## src/rtl/round_ctrl_pkg.sv

```systemverilog
// Shared definitions for the poker round controller: state codes, rank codes,
// the default minimum bet and the payout multiplier constants.
package round_ctrl_pkg;

  typedef enum logic [2:0] {
    ST_IDLE   = 3'd0,
    ST_DEAL   = 3'd1,
    ST_HOLD   = 3'd2,
    ST_DRAW   = 3'd3,
    ST_EVAL   = 3'd4,
    ST_PAYOUT = 3'd5,
    ST_BROKE  = 3'd6
  } state_t;

  localparam logic [3:0] RANK_LOSE           = 4'd0;
  localparam logic [3:0] RANK_TWO_PAIR       = 4'd1;
  localparam logic [3:0] RANK_THREE_KIND     = 4'd2;
  localparam logic [3:0] RANK_STRAIGHT       = 4'd3;
  localparam logic [3:0] RANK_FLUSH          = 4'd4;
  localparam logic [3:0] RANK_FULL_HOUSE     = 4'd5;
  localparam logic [3:0] RANK_FOUR_KIND      = 4'd6;
  localparam logic [3:0] RANK_STRAIGHT_FLUSH = 4'd7;
  localparam logic [3:0] RANK_FIVE_KIND      = 4'd8;
  localparam logic [3:0] RANK_ROYAL          = 4'd9;

  localparam logic [15:0] MIN_BET_DEFAULT = 16'd10;

  localparam logic [7:0] MULT_LOSE           = 8'd0;
  localparam logic [7:0] MULT_TWO_PAIR       = 8'd1;
  localparam logic [7:0] MULT_THREE_KIND     = 8'd1;
  localparam logic [7:0] MULT_STRAIGHT       = 8'd3;
  localparam logic [7:0] MULT_FLUSH          = 8'd4;
  localparam logic [7:0] MULT_FULL_HOUSE     = 8'd10;
  localparam logic [7:0] MULT_FOUR_KIND      = 8'd20;
  localparam logic [7:0] MULT_STRAIGHT_FLUSH = 8'd25;
  localparam logic [7:0] MULT_FIVE_KIND      = 8'd40;
  localparam logic [7:0] MULT_ROYAL          = 8'd250;

endpackage

```

## src/rtl/round_ctrl_pay_table.sv

```systemverilog
// Combinational payout multiplier lookup: hand rank in, 8-bit multiplier out.
module poker_pay_table
  import round_ctrl_pkg::*;
(
  input  logic [3:0] rank,
  output logic [7:0] mult
);

  // Map each rank code to its multiplier; unused codes pay nothing.
  always_comb begin
    case (rank)
      RANK_LOSE:           mult = MULT_LOSE;
      RANK_TWO_PAIR:       mult = MULT_TWO_PAIR;
      RANK_THREE_KIND:     mult = MULT_THREE_KIND;
      RANK_STRAIGHT:       mult = MULT_STRAIGHT;
      RANK_FLUSH:          mult = MULT_FLUSH;
      RANK_FULL_HOUSE:     mult = MULT_FULL_HOUSE;
      RANK_FOUR_KIND:      mult = MULT_FOUR_KIND;
      RANK_STRAIGHT_FLUSH: mult = MULT_STRAIGHT_FLUSH;
      RANK_FIVE_KIND:      mult = MULT_FIVE_KIND;
      RANK_ROYAL:          mult = MULT_ROYAL;
      default:             mult = MULT_LOSE;
    endcase
  end

endmodule

```

## src/rtl/round_ctrl.sv

```systemverilog
// Round controller for a video-poker machine: sequences deal/hold/draw/eval,
// debits the wager at the start of a hand and credits the saturated payout.
module round_ctrl
  import round_ctrl_pkg::*;
#(
  parameter logic [15:0] START_MONEY = 16'd1000,
  parameter logic [15:0] MIN_BET     = MIN_BET_DEFAULT
) (
  input  logic        clock,
  input  logic        reset_c,
  input  logic        start_p,
  input  logic        hold_done_p,
  input  logic        rank_valid,
  input  logic [3:0]  rank,
  input  logic [15:0] wager_i,
  output logic        bet_s,
  output logic [15:0] money_r,
  output logic        deal_req,
  output logic        draw_req,
  output logic        eval_req,
  output logic [15:0] payout_o,
  output logic [2:0]  state_o,
  output logic        broke_o
);

  state_t      state_q, state_d;
  logic [15:0] wager_l, wager_d;
  logic [15:0] money_d, payout_d;
  logic [15:0] wager_eff;
  logic [7:0]  mult;
  logic [23:0] prod;
  logic [15:0] pay_sat;
  logic [16:0] sum;
  logic [15:0] money_sat;

  poker_pay_table u_pay_table (
    .rank (rank),
    .mult (mult)
  );

  // Wager is capped at the balance; product and sum saturate at 16 bits.
  assign wager_eff = (wager_i < money_r) ? wager_i : money_r;
  assign prod      = 24'(wager_l) * 24'(mult);
  assign pay_sat   = (prod > 24'h00FFFF) ? 16'hFFFF : prod[15:0];
  assign sum       = 17'(money_r) + 17'(pay_sat);
  assign money_sat = sum[16] ? 16'hFFFF : sum[15:0];
  assign state_o   = state_q;

  // Next-state and next-value logic for the hand sequence.
  // NOTE: every signal gets a default before the case so no latch is inferred.
  always_comb begin
    state_d  = state_q;
    money_d  = money_r;
    payout_d = payout_o;
    wager_d  = wager_l;
    case (state_q)
      ST_IDLE: begin
        if (start_p && (wager_i >= MIN_BET)) begin
          wager_d = wager_eff;
          money_d = money_r - wager_eff;
          state_d = ST_DEAL;
        end
      end
      ST_DEAL: state_d = ST_HOLD;
      ST_HOLD: if (hold_done_p) state_d = ST_DRAW;
      ST_DRAW: state_d = ST_EVAL;
      ST_EVAL: begin
        if (rank_valid) begin
          payout_d = pay_sat;
          money_d  = money_sat;
          state_d  = ST_PAYOUT;
        end
      end
      ST_PAYOUT: state_d = (money_r < MIN_BET) ? ST_BROKE : ST_IDLE;
      ST_BROKE:  state_d = ST_BROKE;
      default:   state_d = ST_IDLE;
    endcase
  end

  // State, balance and registered outputs; pulses are decoded from the next state.
  // NOTE: asynchronous reset in the sensitivity list, and non-blocking assignments
  // so every register samples the pre-edge values.
  always_ff @(posedge clock or negedge reset_c) begin
    if (!reset_c) begin
      state_q  <= ST_IDLE;
      money_r  <= START_MONEY;
      payout_o <= 16'd0;
      wager_l  <= 16'd0;
      deal_req <= 1'b0;
      draw_req <= 1'b0;
      eval_req <= 1'b0;
      broke_o  <= 1'b0;
      bet_s    <= 1'b1;
    end else begin
      state_q  <= state_d;
      money_r  <= money_d;
      payout_o <= payout_d;
      wager_l  <= wager_d;
      deal_req <= (state_d == ST_DEAL);
      draw_req <= (state_d == ST_DRAW);
      eval_req <= (state_d == ST_EVAL) && (state_q != ST_EVAL);
      broke_o  <= (state_d == ST_BROKE);
      bet_s    <= (state_d == ST_IDLE);
    end
  end

endmodule

```

## config.mk

```make
export PLATFORM = sky130hd
export DESIGN_NAME = round_ctrl
export DESIGN_NICKNAME = d
export VERILOG_FILES = /design/src/rtl/round_ctrl_pkg.sv /design/src/rtl/round_ctrl_pay_table.sv /design/src/rtl/round_ctrl.sv
export SDC_FILE = /design/constraint.sdc
export NUM_CORES = 1
export LEC_CHECK = 0
export CORE_AREA = 2 2 123 172
export CTS_CLUSTER_SIZE = 40
export DETAILED_ROUTE_END_ITERATION = 12
export DIE_AREA = 0 0 125 174
export DONT_BUFFER_PORTS = 1
export PLACE_DENSITY = 0.61
export SYNTH_ARGS = -nofsm -noshare
export SYNTH_HDL_FRONTEND = slang
export SYNTH_HIERARCHICAL = 1
export SYNTH_SLANG_ARGS = --single-unit
export TNS_END_PERCENT = 30
```

## constraint.sdc

```tcl
create_clock -name clock -period 7.6 [get_ports clock]
set_clock_uncertainty 0.1 [all_clocks]
set_input_delay 1.52 -clock clock [delete_from_list [all_inputs] [get_ports clock]]
set_output_delay 1.52 -clock clock [all_outputs]
set_load 0.05 [all_outputs]
```

# Word-level counts from Yosys, hierarchy flattened
# Memories as Yosys holds them, arrays and structs flattened.
# Cells that the tools add are included.
[op_classes] addsub=2 mul=1 div=0 order_cmp=4 eq_ne=13 shifts=0 n_mux=11 bitwise=0 n_reduce_logical=8
[op_table] cell="16-bit two-way mux" count=5
[op_table] cell="16-bit case mux with 2 select lines" count=1
[op_table] cell="24-bit by 16-bit greater-than comparator with 1-bit output (second input constant)" count=1
[op_table] cell="16-bit by 8-bit multiplier with 24-bit output" count=1
[op_table] cell="3-bit case mux with 7 select lines" count=1
[op_table] cell="16-bit by 16-bit adder with 17-bit output" count=1
[op_table] cell="16-bit by 4-bit >= comparator with 1-bit output (second input constant)" count=1
[op_table] cell="16-bit less-than comparator" count=1
[op_table] cell="16-bit by 4-bit less-than comparator with 1-bit output (second input constant)" count=1
[op_table] cell="16-bit subtractor" count=1
[op_table] cell="3-bit == test (second input constant)" count=5
[op_table] cell="3-bit two-way mux" count=4
[op_table] cell="3-bit by 2-bit == test with 1-bit output (second input constant)" count=3
[op_table] cell="3-bit by 1-bit == test with 1-bit output (second input constant)" count=2
[op_table] cell="3-bit logical NOT" count=2
[op_table] cell="2-bit != test (second input constant)" count=2
[op_table] cell="2-bit AND reduction" count=2
[op_table] cell="3-bit != test (second input constant)" count=1
[op_table] cell="3-bit AND reduction" count=1
[op_table] cell="1-bit logical AND" count=2
[op_table] cell="2-bit nonzero test" count=1
[word_totals] reg_bits=56 latch_bits=0 ramBits=0 romBits=128 inputBits=25 word_cells=49 mem_count=1
[mem_list] memory="(name not given)" depth=16 width=8 rd=1 rd_clocked_by_memory_dff=0 wr=0 line_no="round_ctrl_pay_table.sv:11" source="case (rank)"

# Logic depth before layout (Yosys ltp)
# Gate-level depths: netlist (run 1).
# An unclocked memory read counts as a cell.
[logic_depth] ltp_word=8 depth_mapped=36 ltp_nobuf=31

# By module
# Netlist (run 1), hierarchy kept.
[by_module_without_submodules] module="round_ctrl" instances=1 cells_per_inst=993 area_per_inst_um2=8440.6 seq_area_each_um2=1410.1
[by_module_without_submodules] module="poker_pay_table" instances=1 cells_per_inst=13 area_per_inst_um2=107.6 seq_area_each_um2=0.0

# Least setup slack after synthesis (run 1)
# Ideal clock, no wire load.
[synth_timing] kind="input to register" start="input rank[1]" end="register money_r[10]" setup_ns=0.131 t_arrival_ns=8.901 required_ns=7.369 path_slack_ns=-1.533 stages=36 path_cell_list="nor3b_4 > and2_2 > buf_4 > clkbuf_1 > nand2_1 > fa_1 > fa_1 > inv_1 > fa_1 > inv_1 > fa_1 > inv_1 > ha_1 > o211ai_1 > o211ai_1 > and3_1 > buf_2 > a311o_1 > a221oi_2 > nand4_1 > a211oi_4 > buf_6 > buf_6 > nand2_1 > ha_1 > inv_1 > fa_1 > nor2b_1 > o21ai_0 > o21ai_1 > o221ai_1 > o31ai_1 > o41a_1 > clkbuf_1 > o221ai_1 > o21ai_0"
[synth_via] elab_chain_len=8
[synth_lines] element="start: declaration" line_no="round_ctrl.sv:14" source="input logic [3:0] rank,"
[synth_lines] element="memory read 16 x 8 bit"
[synth_lines] element="named net mult[6]" line_no="round_ctrl.sv:30" source="logic [7:0] mult;"
[synth_lines] element="16-bit by 8-bit multiplier with 24-bit output" line_no="round_ctrl.sv:43" source="assign prod = 24'(wager_l) * 24'(mult);"
[synth_lines] element="24-bit by 16-bit greater-than comparator with 1-bit output" line_no="round_ctrl.sv:44" source="assign pay_sat = (prod > 24'h00FFFF) ? 16'hFFFF : prod[15:0];"
[synth_lines] element="16-bit two-way mux" line_no="round_ctrl.sv:44"
[synth_lines] element="named net pay_sat[0]" line_no="round_ctrl.sv:32" source="logic [15:0] pay_sat;"
[synth_lines] element="16-bit by 16-bit adder with 17-bit output" line_no="round_ctrl.sv:45" source="assign sum = 17'(money_r) + 17'(pay_sat);"
[synth_lines] element="16-bit two-way mux" line_no="round_ctrl.sv:46" source="assign money_sat = sum[16] ? 16'hFFFF : sum[15:0];"
[synth_lines] element="16-bit two-way mux" line_no="round_ctrl.sv:68" source="if (rank_valid) begin"
[synth_lines] element="16-bit case mux with 2 select lines" line_no="round_ctrl.sv:56" source="case (state_q)"
[synth_lines] element="end signal: assignment" line_no="round_ctrl.sv:96" source="money_r <= money_d;"
[synth_lines] element="end: declaration" line_no="round_ctrl.sv:17" source="output logic [15:0] money_r,"
# The timed path passes the listed nets, and every way through them passes these cells. The select of a mux whose other input is x is not followed.
# A chain may end at the register's enable or synchronous reset.

# Worst setup path after layout (run 1)
[layout_timing] start="input rank[3]" end="register money_r[2]"
# Same word-level chain as after synthesis.

==> results.sh, run 1 <==
export IMPL_outcome="complete, but fails checks"
export IMPL_violations="setup timing"
export IMPL_finalCritPeriodShare_pct=110
export IMPL_vias=7453
export IMPL_clock_sinks=56
export IMPL_routed_wl_um=26100
export IMPL_drive_above_1_share_pct=22.5
export IMPL_die_h_um=174
export IMPL_rsz0062_at_grt="yes"
export IMPL_yosysWarnings=6
export IMPL_yosys_register_bits=56
export IMPL_cp_slowest_cell="fa_1"
export IMPL_antenna_found_initial=0
export IMPL_fillCellCount=1956
export IMPL_start_util_pct=42.1
export IMPL_drtPass1Iterations=5
export IMPL_cts_buffer_depth=2
export IMPL_tns_ns=-11.43
export IMPL_critPathLaunch="rank[3]"
export IMPL_syn2layout_area_growth_pct=21.8
export IMPL_io_pins=65
export IMPL_clkTransAtPathRegs_ns=0.09
export IMPL_cp_end_kind="flip-flop"
export IMPL_cts_tree="done"
export IMPL_grt_max_degree=57
export IMPL_max_stage_delay_ns=0.55
export IMPL_synthesis_nets=1208
export IMPL_hold_class="flip-flop to flip-flop"
export IMPL_cts_made_buffers=5
export IMPL_register_area_um2=1410
export IMPL_dp_hpwl_um=21300
export IMPL_insertedDiodeCount=0
export IMPL_synth_top_area_share_pct=20.1
export IMPL_netlist_top_cells_area="fa_1, dfrtp_1, ha_1"
export IMPL_slew_headroom_pct=32.6
export IMPL_post_place_ws_ns=-1.25
export IMPL_synth_cells=1006
export IMPL_rows=62
export IMPL_finalCoreUtilization_pct=51.2
export IMPL_fmax_mhz=120
export IMPL_timing_rr_start="wager_l[8]"
export IMPL_design_die_area_um2=21800
export IMPL_grt_pass1_vias=8134
export IMPL_viasPerCell=5.44
export IMPL_grt_overflow=0
export IMPL_cp_required_ns=7.68
export IMPL_seq_area_frac_synth_pct=16.5
export IMPL_cts_root_buf="clkbuf_16"
export IMPL_cp_common_cell="fa_1"
export IMPL_fp_dieW_um=125
export IMPL_async_flop_share_pct=100
export IMPL_nNetsFinal=1314
export IMPL_syn_area_per_cell_um2=8.50
export IMPL_maxCapViolCount=0
export IMPL_finalCriticalPeriod_ns=8.35
export IMPL_synth_edff_count=0
export IMPL_setup_viol=16
export IMPL_tightest_slew_ns=1.01
export IMPL_critPathKind="input port to flip-flop"
export IMPL_critical_path_arrival_ns=8.43
export IMPL_final_hold_viol_count=0
export IMPL_r2r_end="money_r[2]"
export IMPL_gp_congestion=0.963
export IMPL_startpoint_type="input port"
export IMPL_dr_first_iter_drc_count=322
export IMPL_netlist_area_um2=8550
export IMPL_dpl_cell_count=1344
export IMPL_ant_nets=0
export IMPL_rrSetupSlack_ns=0.44
export IMPL_insertion_delay_ns=0.31
export IMPL_fp_coreArea_um2=20300
export IMPL_multi_input_area_um2=6970
export IMPL_rr_worst_depth=29
export IMPL_port_buffers=0
export IMPL_grt_pass1_wl_um=42100
export IMPL_postLayoutSetupSlackWorst_ns=-0.755
export IMPL_grt_total_usage_pct=24.6
export IMPL_synth_cell_types=68
export IMPL_ys_flop_type="dfrtp_1"
export IMPL_route_detailed_drc=0
export IMPL_wl_per_cell_um=19.1
export IMPL_worstPathMaxFanout=8
export IMPL_fin_cells=1369
export IMPL_htreeDepth=2
export IMPL_maxSlewViolCount=0
export IMPL_crit_end="money_r[2]"
export IMPL_yosysTopAreaCell="fa_1"
export IMPL_ctsHoldBuffers=0
routing by layer:
layer | global-route usage, % | vias to the layer above | part of all wire (%)
met1 | 24.9 | 3616 | 36
met4 | 16.6 | 0 | 7.0
li1 | - | 3605 | -
met3 | 2.83 | 84 | 3.3
met5 | 0 | - | 0
met2 | 46.6 | 148 | 54
layout by cell type, fill, tap and decap left out, types with 10 or more instances in the layout:
| cell | Yosys | layout |
|---|---|---|
| inv_1 | 127 | 116 |
| xnor2_1 | 22 | 22 |
| buf_6 | 2 | 14 |
| o21ai_1 | 4 | 17 |
| fa_1 | 86 | 77 |
| a31oi_1 | 18 | 16 |
| inv_2 | 0 | 11 |
| ha_4 | 0 | 13 |
| ha_1 | 91 | 77 |
| nand2b_1 | 11 | 11 |
| o21a_1 | 11 | 11 |
| xor2_1 | 14 | 13 |
| a21o_1 | 20 | 20 |
| nand3_1 | 11 | 10 |
| nor2_1 | 64 | 62 |
| and2_1 | 112 | 100 |
| buf_4 | 2 | 120 |
| nand2_1 | 83 | 80 |
| o21ai_0 | 54 | 37 |
| and2_4 | 0 | 13 |
| a21oi_1 | 51 | 48 |
| dfrtp_1 | 49 | 49 |
repair_timing:
item | in CTS | in global routing
buffers inserted | 10 | 4
gates cloned | 2 | 2
resized for setup | 60 | 30
endpoints found under the setup margin | 16 | 16
pin swaps | 44 | 26
logic make-up (layout without fill, tap and decap cells):
| kind of cell | count (synthesis) | in the layout | synth area share (%) |
|---|---|---|---|
| xor gates and xnor gates | 36 | 36 | 3.69 |
| muxes | 3 | 3 | 0.366 |
| AOI/OAI and AO/OA | 221 | 222 | 17.1 |
| buffers and inverters | 164 | 270 | 7.51 |
| adders and majority gates | 177 | 177 | 33.5 |
| and+or+nand+nor | 349 | 349 | 21.4 |
| DFF | 56 | 56 | 16.5 |
through the flow:
stage	instance area, um^2	hold WS, ns
floorplan	8780	0.432
global placement	9790	0.506
detailed placement	9790	0.512
CTS	10300	0.531
global route	10400	0.573
finish	10400	0.538
how the worst min path moves through the flow:
stage                      from           to  slack, ns  cells after the start
floorplan           wager_l[11]  wager_l[11]       0.43                      2
global placement    wager_l[14]  wager_l[14]       0.51                      2
detailed placement  wager_l[14]  wager_l[14]       0.51                      2
CTS                 wager_l[14]  wager_l[14]       0.53                      2
global route        wager_l[14]  wager_l[14]       0.57                      2
finish              wager_l[14]  wager_l[14]       0.54                      2
state kept, by name (all words and copies together) (netlist names):
register / flops
bet_s: 1
broke_o: 1
deal_req: 1
draw_req: 1
eval_req: 1
money_r: 16
payout_o: 16
state_o: 3
wager_l: 16
area by class of cell:
| cell class | instances | share of cell area [%] |
|---|---|---|
| multi-input combinational | 787 | 66.9 |
| sequential | 56 | 13.5 |
| timing repair buffer | 135 | 10.4 |
| inverter | 127 | 4.58 |
| tap | 256 | 3.08 |
| clock buffer | 6 | 1.33 |
| clock inverter | 2 | 0.180 |
synthesized netlist by cell type, types with 14 or more instances:
cell type and n:
xor2_1 14, a21oi_1 51, nor2_1 64, dfrtp_1 49, o21ai_0 54, a31oi_1 18, fa_1 86, clkbuf_1 29
ha_1 91, a21o_1 20, xnor2_1 22, and2_1 112, nand2_1 83, inv_1 127
worst max-delay path, delay by kind of cell:
family	cells	cell delay (ns)
AO/OA/AOI/OAI	13	2.75
adder cells (fa/ha/maj)	7	2.63
buffers and inverters	6	0.63
AND/OR/NAND/NOR	6	0.87
Power of run 1 is not shown: default switching activity piles up to over one toggle a cycle in this logic, so the estimate is an artifact.
==> run 2: changes to the inputs <==
--- a/config.mk
+++ b/config.mk
@@ -5,6 +5,7 @@
 export SDC_FILE = /design/constraint.sdc
 export NUM_CORES = 1
 export LEC_CHECK = 0
+export CAP_MARGIN = 20
 export CORE_AREA = 2 2 123 172
 export CTS_CLUSTER_SIZE = 40
 export DETAILED_ROUTE_END_ITERATION = 12
==> results of run 2 <==
Final layout, timing and power as in run 1 (identical DEF).
Power of run 2 is left out for the same reason.
